**src/rtl/arb_pkg.sv**
```systemverilog
// Shared types and sizes for the four-channel round-robin arbiter.
//   N_CH        : number of requesters / multiplexer inputs
//   IDX_W       : width of a channel index
//   CNT_W       : width of the grant hold counter
//   arb_state_t : arbiter FSM state
//   ch_idx_t    : channel index / multiplexer select
package arb_pkg;

    localparam int unsigned N_CH  = 4;
    localparam int unsigned IDX_W = 2;
    localparam int unsigned CNT_W = 8;

    typedef enum logic {IDLE, GRANT} arb_state_t;

    typedef logic [IDX_W-1:0] ch_idx_t;

endpackage

```
**src/rtl/rr_pick4.sv**
```systemverilog
// Circular first-set search over four request lines.
//   req   : request vector
//   start : index where the search begins (wraps mod 4)
//   idx   : first requesting index at or after start (start when none)
//   any   : high when any request bit is set
module rr_pick4
    import arb_pkg::*;
(
    input  logic [3:0] req,
    input  logic [1:0] start,
    output logic [1:0] idx,
    output logic       any
);

    // Walk start, start+1, ... ; the 2-bit sum wraps naturally.
    always_comb begin
        idx = start;
        any = 1'b0;
        for (int off = 0; off < int'(N_CH); off++) begin
            if (!any && req[ch_idx_t'(start + ch_idx_t'(off))]) begin
                idx = ch_idx_t'(start + ch_idx_t'(off));
                any = 1'b1;
            end
        end
    end

endmodule

```
**src/rtl/rr_arbiter_4.sv**
```systemverilog
// Round-robin arbiter for four requesters with a bounded grant hold.
// Drives the 2-bit select of a downstream 4:1 channel multiplexer and a
// one-hot grant back to the requesters.
//   clk       : clock, rising edge
//   rst       : synchronous active-high reset
//   req       : request lines, req[i] for requester i
//   gnt       : registered one-hot grant, zero when no owner
//   sel       : registered owner index (multiplexer select)
//   gnt_valid : registered, high while a grant is held
module rr_arbiter_4
    import arb_pkg::*;
#(
    parameter int unsigned MAX_HOLD = 8
)
(
    input  logic       clk,
    input  logic       rst,
    input  logic [3:0] req,
    output logic [3:0] gnt,
    output logic [1:0] sel,
    output logic       gnt_valid
);

    localparam logic [CNT_W-1:0] HOLD_LAST = CNT_W'(MAX_HOLD - 1);
    localparam logic [CNT_W-1:0] HOLD_SAT  = {CNT_W{1'b1}};

    arb_state_t       state, next_state;
    ch_idx_t          owner, next_owner;
    ch_idx_t          ptr, next_ptr;
    logic [CNT_W-1:0] hold_cnt, next_hold_cnt;
    logic [3:0]       next_gnt;

    ch_idx_t    pick_start;
    ch_idx_t    pick_idx;
    logic       pick_any;
    logic [3:0] owner_mask;
    logic       others;

    // Idle searches from ptr; a handover searches from the slot after the owner.
    assign pick_start = (state == IDLE) ? ptr : ch_idx_t'(owner + 2'd1);
    assign owner_mask = 4'(4'b0001 << owner);
    assign others     = |(req & ~owner_mask);

    rr_pick4 u_pick (
        .req   (req),
        .start (pick_start),
        .idx   (pick_idx),
        .any   (pick_any)
    );

    // Next-state, hold counter and output decode.
    always_comb begin
        next_state    = state;
        next_owner    = owner;
        next_ptr      = ptr;
        next_hold_cnt = hold_cnt;

        case (state)
            IDLE: begin
                if (pick_any) begin
                    next_owner    = pick_idx;
                    next_ptr      = ch_idx_t'(pick_idx + 2'd1);
                    next_hold_cnt = '0;
                    next_state    = GRANT;
                end
            end
            GRANT: begin
                if (req[owner] && (!others || hold_cnt < HOLD_LAST)) begin
                    // Keep the grant; counter sticks at all-ones for long solo owners.
                    if (hold_cnt != HOLD_SAT) begin
                        next_hold_cnt = hold_cnt + CNT_W'(1);
                    end
                end else if (others) begin
                    // Release with contention or hold limit reached: hand over.
                    next_owner    = pick_idx;
                    next_ptr      = ch_idx_t'(pick_idx + 2'd1);
                    next_hold_cnt = '0;
                end else begin
                    next_state = IDLE;
                end
            end
            default: next_state = IDLE;
        endcase

        next_gnt = (next_state == GRANT) ? 4'(4'b0001 << next_owner) : 4'b0000;
    end

    // State and registered outputs.
    always_ff @(posedge clk) begin
        if (rst) begin
            state     <= IDLE;
            owner     <= '0;
            ptr       <= '0;
            hold_cnt  <= '0;
            gnt       <= '0;
            sel       <= '0;
            gnt_valid <= 1'b0;
        end else begin
            state     <= next_state;
            owner     <= next_owner;
            ptr       <= next_ptr;
            hold_cnt  <= next_hold_cnt;
            gnt       <= next_gnt;
            sel       <= next_owner;
            gnt_valid <= (next_state == GRANT);
        end
    end

endmodule
```
**config.mk**
```make
export PLATFORM = sky130hd
export DESIGN_NAME = rr_arbiter_4
export DESIGN_NICKNAME = d
export VERILOG_FILES = /design/src/rtl/arb_pkg.sv /design/src/rtl/rr_pick4.sv /design/src/rtl/rr_arbiter_4.sv
export SDC_FILE = /design/constraint.sdc
export NUM_CORES = 1
export LEC_CHECK = 0
export BUFFER_PORTS_ARGS = -buffer_cell sky130_fd_sc_hd__buf_2
export CORE_MARGIN = 5
export CORE_UTILIZATION = 35
export CTS_CLUSTER_SIZE = 24
export DETAILED_ROUTE_END_ITERATION = 7
export PLACE_DENSITY_LB_ADDON = 0.15
export SYNTH_ARGS = -nofsm -noshare
export SYNTH_HDL_FRONTEND = slang
export SYNTH_SLANG_ARGS = --single-unit
```
**constraint.sdc**
```tcl
create_clock -name clk -period 3.18 [get_ports clk]
set_clock_uncertainty 0.15 [all_clocks]
set_input_delay 0.159 -clock clk [delete_from_list [all_inputs] [get_ports clk]]
set_output_delay 0.159 -clock clk [all_outputs]
set_load 0.005 [all_outputs]
```
# == Word-level counts from Yosys, hierarchy flattened ==
# Cells that the tools add are included.
# classes
addsub,6
n_lt_le_gt_ge,6
eq_ne,6
shift,2
mux,35
bitwise,4
reduce_logical,13
# op_table
operator,n
2-to-1 mux 8 bit,4
2-to-1 mux 2 bit,10
case mux 8 bit (2 select lines),1
"less-than comparator 2 x 3 -> 1 bit, second input constant",5
2-to-1 mux 1 bit,12
binary-select mux 1 bit (select 2 bit),5
"adder 8 x 1 -> 8 bit, second input constant",1
"less-than comparator 8 x 3 -> 1 bit, second input constant",1
"inequality test 8 bit, second input constant",1
case mux 2 bit (2 select lines),2
"<< shifter 1 x 2 -> 4 bit, first input constant",2
"adder 2 x 1 -> 2 bit, second input constant",3
AND reduction 3 bit,2
"adder 2 bit, second input constant",2
bitwise AND 4 bit,1
logical AND 1 bit,4
zero test 1 bit,4
"inequality test 2 bit, second input constant",2
inverter 4 bit,1
OR reduction 4 bit,1
"inequality test 3 x 1 -> 1 bit, second input constant",1
"inequality test 3 x 2 -> 1 bit, second input constant",1
"inequality test 2 x 1 -> 1 bit, second input constant",1
inverter 1 bit,2
3 further kinds,3
# totals
regBits,17
output_inout_bits,7

# == Longest topological paths before layout ==
# logic_depth
word_depth,18
mapped_depth,10
mapped_depth_nobuf,8

# == Hierarchy ==
# A second synthesis with hierarchy kept.
# hier_totals
cells_unflattened,134
hier_area_um2,1132.3
# modules_own_cells
mod,instances,cells_per_inst,area_each_um2
rr_arbiter_4,1,118,1036.0
rr_pick4,1,16,96.3

# == Least setup slack after synthesis ==
# No wires, ideal clock.
# synth_path
path_kind,register to register
start,register owner[0]
end,register hold_cnt[4]
setup_time_ns,0.086
arrival_time_ns,2.276
required_time_ns,2.944
slack_ns,0.669
stages_incl_launch_ff,11
path_buffers,2
synth_period_minus_slack_ns,2.511
cell_sequence,dfxtp_1 > inv_1 > ha_1 > mux2_2 > nor3_1 > o211ai_1 > a211oi_2 > buf_4 > buf_6 > a21oi_1 > a211oi_1
# synth_between
elab_chain_len,16
word_cells_on_any_way,38
cone_classes,add/sub (4); eq/ne (3); shift (1); mux (17); bitwise (2); reduce/logical (11)
# synth_rtl
item,line,rtl
"start, declared",rr_arbiter_4.sv:28,"ch_idx_t owner, next_owner;"
"start signal, assigned",rr_arbiter_4.sv:100,owner <= next_owner;
"parallel branches: the longest is 16 deep, another holds adder 2 x 1 -> 2 bit",-,
"end signal, assigned",rr_arbiter_4.sv:102,hold_cnt <= next_hold_cnt;
"end, declared",rr_arbiter_4.sv:30,"logic [CNT_W-1:0] hold_cnt, next_hold_cnt;"
# Parallel ways; which one is timed is not known. The select of a mux whose other input is x is not followed.
# A chain may end at the register's enable or synchronous reset.

# == Worst setup path in the final report ==
# layout_path
start,register owner[0]
end,register hold_cnt[3]
# The elaborated chain is that of the path after synthesis.

==> out/qor.yml <==
power.density_nw_per_um2: 512.1
fp.dieW_um: 69.58
hold_viol: 0
outcome: "finished clean"
dieArea_um2: 4841
grt_pass1_wl_um: 4671
ir_drop_mv: 0.1444
drt_first_pass_iters: 4
slew_headroom: 0.6467
num-fill-cells: 349
cp-endpoint: "hold_cnt[3]$_SDFFE_PP0P_"
crit_chain: "inv_1 > ha_1 > mux2i_1 > nor3_1 > o21ai_1 > a211oi_2 > buf_4 > or4_1 > a21oi_1"
worstSetupEndpointType: "flop"
critPathLaunchType: "flop"
wl_um: 2840
reg2reg_depth: 9
core_um2: 3390
post_cts_buffers: 0
rsz0062_at_grt: "no"
nets: 165
cp.required_ns: 3.26
syn_area_um2: 1242
r2r_start: "owner[0]$_SDFF_PP0_"
drive_gt1_frac: 0.1830
fmax_mhz: 355.2
ios: 13
maxCapViolCount: 0
drc: 0
clkSlewWorstSetupHoldPaths_ns: 0.10
cts_tree: "done"
r2r-end: "hold_cnt[3]$_SDFFE_PP0P_"
slew_viol_final: 0
synth-seq-area-share: 0.2739
startpoint: "owner[0]$_SDFF_PP0_"
groute.usage.overall: 0.1171
critPathMaxFanout: 22
yosysUniqueCellTypes: 48
finalSetupViolations: 0
antenna_found_initial: 0
pre_cts_ws_ns: 0.4283
drtIter0Drc: 62
fp.dieH_um: 69.58
max_stage_delay_ns: 0.52
synth_fp_nets: 153
fin_tns_setup_ns: 0
syn2layout_area_growth_pct: 8.258
ys_seq_elements: 17
ctsLongestPathBuffers: 2
place_congestion: 0.8140
worstSkewPairLatency_ns: 0.29
period_needed_ns: 2.815
worst-path-buf-inv: 2
antenna_left: 0
n_antenna_cell: 0
worstHoldPathType: "input pin to flop"
regToRegSetupSlack_ns: 0.36
syn_inst: 142
path_class: "flop to flop"
initial_core_util: 0.3666
cts_buffers: 3
worst_slew_pin_slew_ns: 0.5264
crit_slowest_cell: "dfxtp_1"
clock-sinks: 17
cpLargestDelayFamily: "simple AND/OR/NAND/NOR gates"
synthArstFlopShare: 0
postCtsHoldBufs: 1
grt_pass1_vias: 1019
cp.depth: 9
grt_max_degree: 23
placementRows: 21
fin_ws_ns: 0.3647
root_buffer: "clkbuf_4"
cts_resized: 0
wire_per_inst_um: 14.27
io_buffers: 12
arrival_ns: 2.90
htree_levels: 1
syn_area_per_cell_um2: 8.750
yosysWarnings: 0
fin_crit_sh: 0.8853
grt-ovfl-total: 0
viasPerCell: 5.754
dpl.hpwl_um: 2075
vias: 1145
power.leakage_nw: 0.4946
synth_edf_count: 0
synth_top_flop_cell: "dfxtp_1"
-- report_power, final --
group / switching, W / total [W] / internal [W]
Combinational: 0.000158 / 0.000294 / 0.000135
Sequential: 0.0000330 / 0.000274 / 0.000241
Clock: 0.0000722 / 0.000121 / 0.0000488
Total: 0.000264 / 0.000689 / 0.000425
-- metal layers --
metal,global-route usage,share of wire
met1,0.1520,0.47
met5,0,0
met2,0.1875,0.46
met3,0.03333,0.058
met4,0.03471,0.011
-- Yosys cell counts, drive strengths merged, types with 3 or more instances --
cell type	n	area, um^2
dfxtp	17	340.3
nand2b	5	41.29
or4	6	48.80
and3	3	18.77
o211ai	5	37.54
inv	6	22.52
buf	7	62.56
nor2b	3	18.77
nor2	3	11.26
o31ai	6	45.04
o21a	3	30.02
o21ai	7	35.03
nand4	3	18.77
a21oi	17	88.84
nor3	7	35.03
ha	5	62.56
nand3	9	45.04
-- worst min path at each step --
stage            from                   to  cells past startpoint
3_3_place_gp      rst  owner[0]$_SDFF_PP0_                      2
3_5_place_dp      rst  owner[1]$_SDFF_PP0_                      2
4_1_cts        req[3]    gnt[0]$_SDFF_PP0_                      4
5_1_grt        req[3]    gnt[0]$_SDFF_PP0_                      4
2_1_floorplan     rst  owner[0]$_SDFF_PP0_                      1
6_report       req[3]    gnt[0]$_SDFF_PP0_                      4
-- registers in the layout (all words and copies together) (netlist names) --
register	cells
gnt	4
hold_cnt	8
owner	2
ptr	2
state	1
-- stage by stage --
| stage | power (W) | cell area [um^2] | util | instances | hold WS [ns] |
|---|---|---|---|---|---|
| 6_report | 0.0006888 | 1345 | 0.3968 | 199 | 0.3066 |
| 5_1_grt | 0.0007444 | 1345 | 0.3968 | 199 | 0.3173 |
| 4_1_cts | 0.0006946 | 1345 | 0.3968 | 199 | 0.2887 |
| 3_5_place_dp | 0.0005703 | 1309 | 0.3861 | 194 | 0.2824 |
| 3_3_place_gp | 0.0005709 | 1309 | 0.3861 | 194 | 0.2805 |
| 2_1_floorplan | 0.0005047 | 1242 | - | 142 | 0.07807 |
-- worst min-delay path, delay by kind of cell --
kind	cells	cell delay, ns
buffers and inverters	1	0.17
AO/OA/AOI/OAI	2	0.26
AND/OR/NAND/NOR	1	0.13
-- kinds of logic after synthesis --
family | share of synthesized area
AO/OA/AOI/OAI | 0.3082
AND/OR/NAND/NOR | 0.2427
multiplexers | 0.05337
buffers and inverters | 0.07150
flip-flops | 0.2739
adder cells (fa/ha/maj) | 0.05035
-- cell type report --
class,count,area (um^2),share of cell area
Multi-Input combinational cell,111,813.3,0.6047
Timing Repair Buffer,15,85.08,0.06326
Tap cell,46,57.56,0.04279
Sequential cell,17,340.3,0.2530
Inverter,6,22.52,0.01674
Clock buffer,4,26.28,0.01953
-- layout by cell type (no fill, tap or decap), types with 3 or more instances in the layout --
| cell type | instances |
|---|---|
| o211ai_1 | 5 |
| inv_1 | 6 |
| dfxtp_1 | 17 |
| nand3_1 | 9 |
| nor2b_1 | 3 |
| o21ai_1 | 5 |
| clkbuf_4 | 3 |
| nor3_1 | 7 |
| a21oi_1 | 16 |
| nand4_1 | 3 |
| buf_2 | 12 |
| and3_1 | 3 |
| ha_1 | 5 |
| o31ai_1 | 6 |
| or4_1 | 5 |
| nor2_1 | 3 |
| nand2b_1 | 3 |
(Power assumes the default switching activity.)
